`config.mk`:
```
export PLATFORM = sky130hd
export DESIGN_NAME = batcharger_adc_sequencer
export DESIGN_NICKNAME = d
export VERILOG_FILES = /design/src/rtl/batcharger_pkg.sv /design/src/rtl/batcharger_adc_avg.sv /design/src/rtl/batcharger_adc_sequencer.sv
export SDC_FILE = /design/constraint.sdc
export NUM_CORES = 1
export LEC_CHECK = 0
export BUFFER_PORTS_ARGS = -buffer_cell sky130_fd_sc_hd__buf_2
export CAP_MARGIN = 20
export CORE_MARGIN = 3
export CORE_UTILIZATION = 50
export CTS_BUF_LIST = sky130_fd_sc_hd__clkbuf_16
export DETAILED_ROUTE_END_ITERATION = 16
export PLACE_DENSITY = 0.73
export SYNTH_ARGS = -nofsm -noshare
export SYNTH_HDL_FRONTEND = slang
export SYNTH_SLANG_ARGS = --single-unit
export TNS_END_PERCENT = 10
```
`constraint.sdc`:
```
create_clock -name clk -period 1.9 [get_ports clk]
set_input_delay 0.095 -clock clk [delete_from_list [all_inputs] [get_ports clk]]
set_output_delay 0.095 -clock clk [all_outputs]
set_load 0.02 [all_outputs]
```
`src/rtl/batcharger_pkg.sv`:
```
// Shared channel codes, FSM encoding and channel-selection helper for the
// battery-charger ADC sequencer.
package batcharger_pkg;

   localparam logic [1:0] CH_T = 2'b00;
   localparam logic [1:0] CH_V = 2'b01;
   localparam logic [1:0] CH_I = 2'b10;

   typedef enum logic [2:0] {
      S_IDLE,
      S_SETTLE,
      S_START,
      S_CONV,
      S_UPDATE
   } state_e;

   typedef struct packed {
      logic       found;
      logic [1:0] ch;
   } ch_sel_t;

   function automatic logic [1:0] ch_inc(input logic [1:0] ch);
      return (ch == CH_I) ? CH_T : ch + 2'd1;
   endfunction

   // Cyclic search starting after cur; cur itself is tried last so a lone
   // enabled channel keeps being selected. men is indexed by channel code.
   function automatic ch_sel_t next_ch(input logic [1:0] cur, input logic [2:0] men);
      ch_sel_t    r;
      logic [1:0] c;
      r = '0;
      c = cur;
      for (int i = 0; i < 3; i++) begin
         c = ch_inc(c);
         if (!r.found && men[c]) begin
            r.found = 1'b1;
            r.ch    = c;
         end
      end
      return r;
   endfunction

endpackage

```
`src/rtl/batcharger_adc_avg.sv`:
```
// Per-channel sample accumulator: sums 2^AVG_LOG2 conversions and presents
// the truncated mean. done flags the sample that completes a batch.
module batcharger_adc_avg #(
   parameter int AVG_LOG2 = 2
) (
   input  logic       clk,
   input  logic       rstz,
   input  logic       clr,
   input  logic       sample_vld,
   input  logic [7:0] data,
   output logic       done,
   output logic [7:0] avg
);
   localparam int AW = 8 + AVG_LOG2;

   logic [AW-1:0]     acc_q, acc_d;
   logic [AVG_LOG2:0] cnt_q, cnt_d;

   always_comb begin
      acc_d = acc_q;
      cnt_d = cnt_q;
      if (clr) begin
         acc_d = '0;
         cnt_d = '0;
      end else if (sample_vld) begin
         acc_d = acc_q + AW'(data);
         cnt_d = cnt_q + (AVG_LOG2 + 1)'(1);
      end
   end

   always_ff @(posedge clk or negedge rstz) begin
      if (!rstz) begin
         acc_q <= '0;
         cnt_q <= '0;
      end else begin
         acc_q <= acc_d;
         cnt_q <= cnt_d;
      end
   end

   assign done = sample_vld && (cnt_q == (AVG_LOG2 + 1)'((1 << AVG_LOG2) - 1));
   // acc >> AVG_LOG2 is exactly the top 8 bits of the accumulator
   assign avg  = acc_q[AW-1 -: 8];

endmodule

```
`src/rtl/batcharger_adc_sequencer.sv`:
```
// Time-multiplexes the shared ADC over T/V/I channels, averages each channel
// and publishes tbat/vbat/ibat plus the vtok and sticky timeout flags.
module batcharger_adc_sequencer
   import batcharger_pkg::*;
#(
   parameter int SETTLE_CYC  = 4,
   parameter int AVG_LOG2    = 2,
   parameter int TIMEOUT_CYC = 64
) (
   input  logic       clk,
   input  logic       rstz,
   input  logic       en,
   input  logic       tmonen,
   input  logic       vmonen,
   input  logic       imonen,
   output logic [1:0] adc_ch,
   output logic       adc_start,
   input  logic       adc_done,
   input  logic [7:0] adc_data,
   output logic [7:0] tbat,
   output logic [7:0] vbat,
   output logic [7:0] ibat,
   output logic       vtok,
   output logic       adc_err
);
   state_e     state_q, state_d;
   logic [7:0] cnt_q, cnt_d;
   logic [1:0] ch_q, ch_d;
   logic       disc_q, disc_d, err_q, err_d, vtok_q;
   logic [2:0] vld_q, vld_d, wr_mask;
   logic [7:0] tbat_q, tbat_d, vbat_q, vbat_d, ibat_q, ibat_d;
   logic [2:0] men;
   logic       cur_en, tmo, smp, clr, wr, avg_done;
   logic [7:0] avg;
   ch_sel_t    first, nxt;

   assign men    = {imonen, vmonen, tmonen};
   assign cur_en = men[ch_q];
   assign tmo    = (cnt_q == 8'(TIMEOUT_CYC - 1));
   assign first  = next_ch(CH_I, men);
   assign nxt    = next_ch(ch_q, men);

   always_ff @(posedge clk or negedge rstz) begin
      if (!rstz) state_q <= S_IDLE;
      else       state_q <= state_d;
   end

   always_comb begin
      state_d = state_q;
      if (!en) state_d = S_IDLE;
      else begin
         case (state_q)
            S_IDLE:   if (first.found) state_d = S_SETTLE;
            S_SETTLE: if (cnt_q == 8'(SETTLE_CYC - 1)) state_d = S_START;
            S_START:  state_d = S_CONV;
            // a dropped channel finishes its conversion, then gives up the ADC
            S_CONV:   if (adc_done) state_d = (avg_done || !cur_en) ? S_UPDATE : S_START;
                      else if (tmo) state_d = S_UPDATE;
            S_UPDATE: state_d = nxt.found ? S_SETTLE : S_IDLE;
            default:  state_d = S_IDLE;
         endcase
      end
   end

   always_comb begin
      adc_start = (state_q == S_START);
      smp       = (state_q == S_CONV) && adc_done && en;
      clr       = !en || (state_q == S_UPDATE);
      wr        = (state_q == S_UPDATE) && !disc_q && cur_en;
   end

   always_comb begin
      cnt_d   = ((state_d == state_q) && (state_q == S_SETTLE || state_q == S_CONV))
                ? cnt_q + 8'd1 : '0;
      disc_d  = (state_q == S_CONV) && (adc_done ? !cur_en : tmo);
      err_d   = en && (err_q || ((state_q == S_CONV) && !adc_done && tmo));
      wr_mask = wr ? (3'b001 << ch_q) : 3'b000;
      vld_d   = en ? (men & (vld_q | wr_mask)) : 3'b000;
      ch_d    = ch_q;
      if (!en) ch_d = CH_T;
      else if (state_q == S_IDLE && first.found) ch_d = first.ch;
      else if (state_q == S_UPDATE && nxt.found) ch_d = nxt.ch;
      tbat_d = !en ? 8'h00 : wr_mask[CH_T] ? avg : tbat_q;
      vbat_d = !en ? 8'h00 : wr_mask[CH_V] ? avg : vbat_q;
      ibat_d = !en ? 8'h00 : wr_mask[CH_I] ? avg : ibat_q;
   end

   always_ff @(posedge clk or negedge rstz) begin
      if (!rstz) begin
         cnt_q  <= '0;
         ch_q   <= CH_T;
         disc_q <= 1'b0;
         err_q  <= 1'b0;
         vld_q  <= '0;
         vtok_q <= 1'b0;
         tbat_q <= '0;
         vbat_q <= '0;
         ibat_q <= '0;
      end else begin
         cnt_q  <= cnt_d;
         ch_q   <= ch_d;
         disc_q <= disc_d;
         err_q  <= err_d;
         vld_q  <= vld_d;
         vtok_q <= vld_d[CH_T] & vld_d[CH_V];
         tbat_q <= tbat_d;
         vbat_q <= vbat_d;
         ibat_q <= ibat_d;
      end
   end

   batcharger_adc_avg #(.AVG_LOG2(AVG_LOG2)) u_avg (
      .clk        (clk),
      .rstz       (rstz),
      .clr        (clr),
      .sample_vld (smp),
      .data       (adc_data),
      .done       (avg_done),
      .avg        (avg)
   );

   assign adc_ch  = ch_q;
   assign tbat    = tbat_q;
   assign vbat    = vbat_q;
   assign ibat    = ibat_q;
   assign vtok    = vtok_q;
   assign adc_err = err_q;

endmodule

```
==> flow_summary_export.csv, run 1 <==
group,metric,value,unit
critical_path,end_kind,"flop",
timing,drv_slew,0,
critical_path,reg2regPathDepth,7,
route,ant_nets,0,
yosys,synth_area_leader_cell,"dfrtp_1",
place,pre_cts_slack,-0.0327,ns
critical_path,r2r_start,"u_avg.acc_q[0]",
timing,hold_ws,0.149,ns
floorplan,pin_count,44,
yosys,synth_ff_type,"dfrtp_1",
route,dr.pass1.iters,6,
yosys,synth.top_cells.by_count,"55 x dfrtp_1, 29 x nand3_1, 28 x nor2_1",
clocking,cts_tree,"built",
clocking,clkLatencyLatePin,0.29,ns
cells_and_area,fillers,498,
clocking,cts.sinks,55,
cells_and_area,antenna_cells,0,
yosys,syn_inst,291,
yosys,synth_warnings,0,
worst_hold_path,hold_path_class,"input pin to flop",
grt,grt_pass1_wl,10200,um
floorplan,die_h,82.7,um
floorplan,start_util,52.5,%
timing,clock_skew,0.00428,ns
critical_path,crit_end,"u_avg.acc_q[6]",
place,dpl.hpwl,4380,um
yosys,synth.area.top_cells,"dfrtp_1 47%, nand3_1 4.9%, ha_1 4.7%",
timing,period_share,96.3,%
critical_path,reg2reg_slack,0.07,ns
cells_and_area,drive_gt1_share,26.1,%
floorplan,row_count,27,
clocking,cts_setup_buffers,0,
outcome,status,"finished clean",
route,routed_wl,6010,um
pwr,leakage,1.76,nW
route,drcViolationCount,0,
critical_path,critPathMaxFanout,2,
clocking,clk_path_buf_depth,2,
timing,hold_viol,0,
place,portBuffers,43,
critical_path,start_kind,"flop",
timing,setup_viol,0,
critical_path,crit_type,"flop to flop",
yosys,avgSynthCellArea,10.1,um2
timing,finalCriticalPeriod,1.83,ns
floorplan,die-width,82.7,um
yosys,synth_top_area_share,46.8,%
yosys,ys_ff_latch,55,
critical_path,cp_slowest_cell,"dfrtp_1",
critical_path,cp.arrival,1.99,ns
timing,tightest_slew,0.461,ns
timing,max_freq,547,MHz
critical_path,path_depth,7,
critical_path,startpoint,"u_avg.acc_q[0]",
place,globalplace.congestion,0.872,
yosys,synth-async-reset-ratio,100,%
critical_path,reg2reg_to,"u_avg.acc_q[6]",
cells_and_area,final_nets,371,
yosys,syn_area,2940,um2
yosys,post-synth-top-count-cell,"dfrtp_1",
cells_and_area,fin_area,3440,um2
grt,grt_overflow_total,0,
timing,worst_slack,0.0710,ns
place,dpl_cell_area,3280,um2
cells_and_area,multi_input_comb_area,1470,um2
critical_path,critical_path_required,2.06,ns
place,placedCellCount,408,
clocking,clkTransAtPathRegs,0.07,ns
clocking,cts-root-buf,"clkbuf_16",
critical_path,slowest_delay,0.38,ns
clocking,cts-buffers-inserted,5,
route,drtIter0Drc,129,
clocking,htree_levels,2,
pwr,ir_drop,0.381,mV
cells_and_area,final_cells,417,
job,drv_cap,0,
timing,tns,0,ns
floorplan,dieArea,6840,um2
route,vias,2331,
yosys,synth_cell_types,54,
pwr,p_per_area,662,nW/um2
critical_path,path_cells,"ha_1 > fa_2 > a211oi_2 > o21bai_1 > a21oi_1 > xor2_1 > o21ai_0",
timing,rsz0062_at_grt,"true",
critical_path,path_buf_inv,0,
critical_path,cp_top_family,"adder cells",
route,wire_per_inst,14.4,um
grt,grt_pass1_vias,2208,
floorplan,core_area,5610,um2
grt,grt_max_degree,30,
grt,grt.total_usage,19.1,%
cells_and_area,seqCellArea,1380,um2
yosys,yosysSeqAreaShare,46.8,%
yosys,synth.net_count,318,
timing,maxSlewHeadroom,69.2,%
grt,antenna_found_initial,0,
yosys,synth_edf_count,0,
route,avgViaCountPerCell,5.59,
cells_and_area,synthToLayoutAreaGrowth,17.1,%
[state kept, by name, indices dropped and copies added, names as in the netlist]
name         flops
tbat             8
ibat             8
adc_err          1
adc_ch           2
cnt_q            8
vbat             8
u_avg.cnt_q      3
state_q          3
u_avg.acc_q     10
vtok             1
vld_q            2
disc_q           1
[final cells by class]
cell class / count / area share (%)
clock buffers: 5 / 3.63
clock inverters: 3 / 0.581
inverters: 6 / 0.654
multi-input cells: 216 / 42.5
flip-flops and latches: 55 / 40.0
well taps: 72 / 2.62
repair buffers: 60 / 10.0
[worst reg2reg max path, stage by stage (launching register included)]
cell,delay [ns]
dfrtp_1,0.38
ha_1,0.21
fa_2,0.37
a211oi_2,0.21
o21bai_1,0.12
a21oi_1,0.17
xor2_1,0.15
o21ai_0,0.08
[routing by layer]
| metal | GRT usage, % | routed length [um] | up-vias | share of wire, % |
|---|---|---|---|---|
| met1 | 26.3 | 2810 | 1109 | 47 |
| met2 | 30.7 | 2810 | 60 | 47 |
| met5 | 0 | 0 | - | 0 |
| li1 | - | - | 1154 | - |
| met4 | 5.39 | 64 | 0 | 1.1 |
| met3 | 3.90 | 323 | 8 | 5.4 |
[logic make-up (layout without fill, tap and decap cells)]
family,after synthesis,after routing,share of synthesized area (%)
buffers and inverters,20,74,3.83
XOR/XNOR,8,8,2.38
adder cells (fa/ha/maj),12,12,5.36
multiplexers,10,10,3.40
flip-flops,55,55,46.8
AND/OR/NAND/NOR,118,118,22.5
AO/OA/AOI/OAI,68,68,15.7
[layout by cell type (no fill, tap or decap), drive strengths merged, types with 2 or more instances in the layout]
cell	instances
nor4	2
nor3b	4
nand4b	2
clkinvlp	2
nor4b	2
nand3	31
and3	6
o21ai	32
nor3	4
a21o	3
a21oi	9
xnor2	3
nor2	30
a211oi	6
clkbuf	5
dfrtp	55
o31ai	3
xor2	5
nand2	23
nor2b	2
inv	6
nand2b	4
o21a	2
ha	11
buf	59
a22o	4
mux2i	10
[worst min path at each step]
stage / slack [ns] / startpoint / to / depth (start not counted)
after floorplan: -0.20 / rstz / adc_ch[0] / 0
after global placement: 0.007 / rstz / vtok / 1
after detailed placement: 0.004 / rstz / vtok / 1
after CTS: 0.14 / tmonen / vld_q[0] / 2
after global routing: 0.16 / tmonen / vld_q[0] / 2
final: 0.15 / tmonen / vld_q[0] / 2
[power by group]
group | leakage, nW | total (mW) | switching [mW] | internal (mW)
sequential | 0.766 | 1.20 | 0.0172 | 1.18
combinational | 0.930 | 0.172 | 0.110 | 0.0628
clock | 0.0658 | 0.912 | 0.425 | 0.487
[stage by stage]
step	total power [mW]	util, %
final	2.28	61.4
after floorplan	1.31	-
after global routing	2.38	61.4
after global placement	1.39	58.4
after detailed placement	1.39	58.4
after CTS	2.30	61.3
[repair_timing]
action | 4_1_cts | 5_1_grt
hold buffers | 1 | 0
pin swaps | 0 | 1
hold endpoints to repair | 12 | 0
cloned | 0 | 0
endpoints found under the setup margin | 1 | 4
resized for setup | 1 | 3
(Power assumes the default switching activity.)
==> inputs of run 2 (changes only) <==
Clock period 1.9 ns to 1.6 ns, I/O delays scaled along.
==> run 2 against run 1 <==
The flow now finishes with violations (negative setup slack). Final cell count is 4.3% higher. Design area is 8.1% higher. Combinational power is 44% higher. Clock-buffer cell count stayed put. Sequential power is 18% higher. Sequential share of layout area is 3.0 points lower. Critical path type unchanged. Critical endpoint unchanged.
==> flow_summary_export.csv, run 2 (synthesis results as in run 1) <==
group,metric,value,unit
outcome,status,"finished with violations",
outcome,violations,"negative setup slack",
clocking,htree_levels,2,
cells_and_area,layout_common_cells,"55 x dfrtp_1, 43 x buf_2, 31 x buf_4",
timing,hold_ws,0.130,ns
route,dr.pass1.iters,4,
clocking,cts-root-buf,"clkbuf_16",
timing,max_freq,560,MHz
cells_and_area,regMostFlops,"u_avg.acc_q",
critical_path,reg2regPathDepth,7,
timing,drv_slew,0,
cells_and_area,drive_gt1_share,33.1,%
grt,grt.total_usage,20.3,%
critical_path,crit_type,"flop to flop",
job,drv_cap,0,
clocking,cts-buffers-inserted,5,
critical_path,start_kind,"flop",
place,dpl.hpwl,4640,um
timing,rsz0062_at_grt,"true",
timing,period_share,112,%
clocking,clkLatencyLatePin,0.29,ns
critical_path,reg2reg_to,"u_avg.acc_q[6]",
clocking,cts_setup_buffers,0,
grt,antenna_found_initial,0,
floorplan,start_util,52.5,%
route,routed_wl,6690,um
cells_and_area,antenna_cells,0,
route,drcViolationCount,0,
grt,grt_pass1_vias,2356,
place,globalplace.congestion,0.808,
floorplan,core_area,5610,um2
route,avgViaCountPerCell,5.54,
floorplan,die-width,82.7,um
timing,maxSlewHeadroom,80.8,%
critical_path,critPathMaxFanout,2,
timing,clock_skew,0.00629,ns
route,vias,2411,
cells_and_area,final_common_cell,"dfrtp_1",
pwr,leakage,1.90,nW
floorplan,pin_count,44,
grt,grt_overflow_total,0,
worst_hold_path,hold_path_class,"input pin to flop",
grt,grt_max_degree,56,
place,portBuffers,43,
clocking,cts.sinks,55,
clocking,clk_path_buf_depth,2,
floorplan,row_count,27,
timing,tightest_slew,0.285,ns
clocking,cts_tree,"built",
timing,hold_viol,0,
floorplan,die_h,82.7,um
route,ant_nets,0,
critical_path,cp.arrival,1.97,ns
worst_hold_path,hp-start,"imonen",
cells_and_area,largest_reg_flops,10,
timing,finalCriticalPeriod,1.78,ns
worst_hold_path,hold_end,"adc_ch[1]",
cells_and_area,synthToLayoutAreaGrowth,26.6,%
cells_and_area,final_cells,435,
critical_path,reg2reg_slack,-0.18,ns
critical_path,critical_path_required,1.78,ns
critical_path,r2r_start,"u_avg.acc_q[0]",
timing,tns,-0.613,ns
route,drtIter0Drc,89,
route,wire_per_inst,15.4,um
timing,setup_viol,18,
pwr,ir_drop,0.473,mV
grt,grt_pass1_wl,10800,um
cells_and_area,fillers,463,
worst_hold_path,holdPathStages,3,
clocking,clkTransAtPathRegs,0.07,ns
floorplan,dieArea,6840,um2
place,placedCellCount,426,
timing,worst_slack,-0.185,ns
pwr,p_per_area,787,nW/um2
critical_path,end_kind,"flop",
cells_and_area,final_nets,389,
## run 2: timing repair
| item | 4_1_cts | 5_1_grt |
|---|---|---|
| gates resized for setup | 7 | 13 |
| hold buffers | 1 | 0 |
| gates cloned | 0 | 0 |
| setup endpoints to repair | 14 | 48 |
| endpoints found under the hold margin | 55 | 0 |
| pin swaps | 1 | 6 |
## run 2: metrics by stage
step	total power, mW	cell area [um2]	util [%]	worst slack (ns)
after CTS	2.95	3660	65.4	-0.175
after global routing	3.03	3720	66.4	-0.238
after floorplan	1.56	2950	-	-0.130
after global placement	1.67	3460	61.6	-0.160
after detailed placement	1.68	3460	61.6	-0.198
final	2.93	3720	66.4	-0.185
## run 2: worst max-delay path: stages (launching register included)
cell,delay [ns]
dfrtp_1,0.38
ha_2,0.19
fa_2,0.35
a211oi_2,0.22
o21bai_1,0.14
a21oi_1,0.18
xor2_1,0.16
o21ai_1,0.07
## run 2: how the worst max path moves through the flow
stage,from,to,slack [ns],depth (start not counted)
global placement,u_avg.acc_q[0],u_avg.acc_q[6],-0.16,7
detailed placement,u_avg.acc_q[0],u_avg.acc_q[6],-0.20,7
global route,u_avg.acc_q[0],u_avg.acc_q[6],-0.24,7
CTS,u_avg.acc_q[0],u_avg.acc_q[6],-0.18,7
floorplan,u_avg.acc_q[0],u_avg.acc_q[6],-0.13,7
finish,u_avg.acc_q[0],u_avg.acc_q[6],-0.18,7
## run 2: final cells by class
type                       instances  area (um2)  area share (%)
multi-input combinational        216        1550            41.5
sequential                        55        1380            36.9
timing repair buffer              78         518            13.9
tap                               72        90.1            2.42
clock buffer                       5         125            3.36
clock inverter                     3        46.3            1.24
inverter                           6        22.5           0.605
## run 2: power by group
group | total [mW] | switching, mW | internal (mW)
registers | 1.41 | 0.0136 | 1.40
clock network | 1.27 | 0.525 | 0.745
logic | 0.248 | 0.152 | 0.0964
total | 2.93 | 0.690 | 2.24
## run 2: layer usage
layer	wire length, um	global-route usage, %
met5	0	0
met2	3290	35.2
met4	20	3.92
met1	3140	26.8
met3	240	3.36
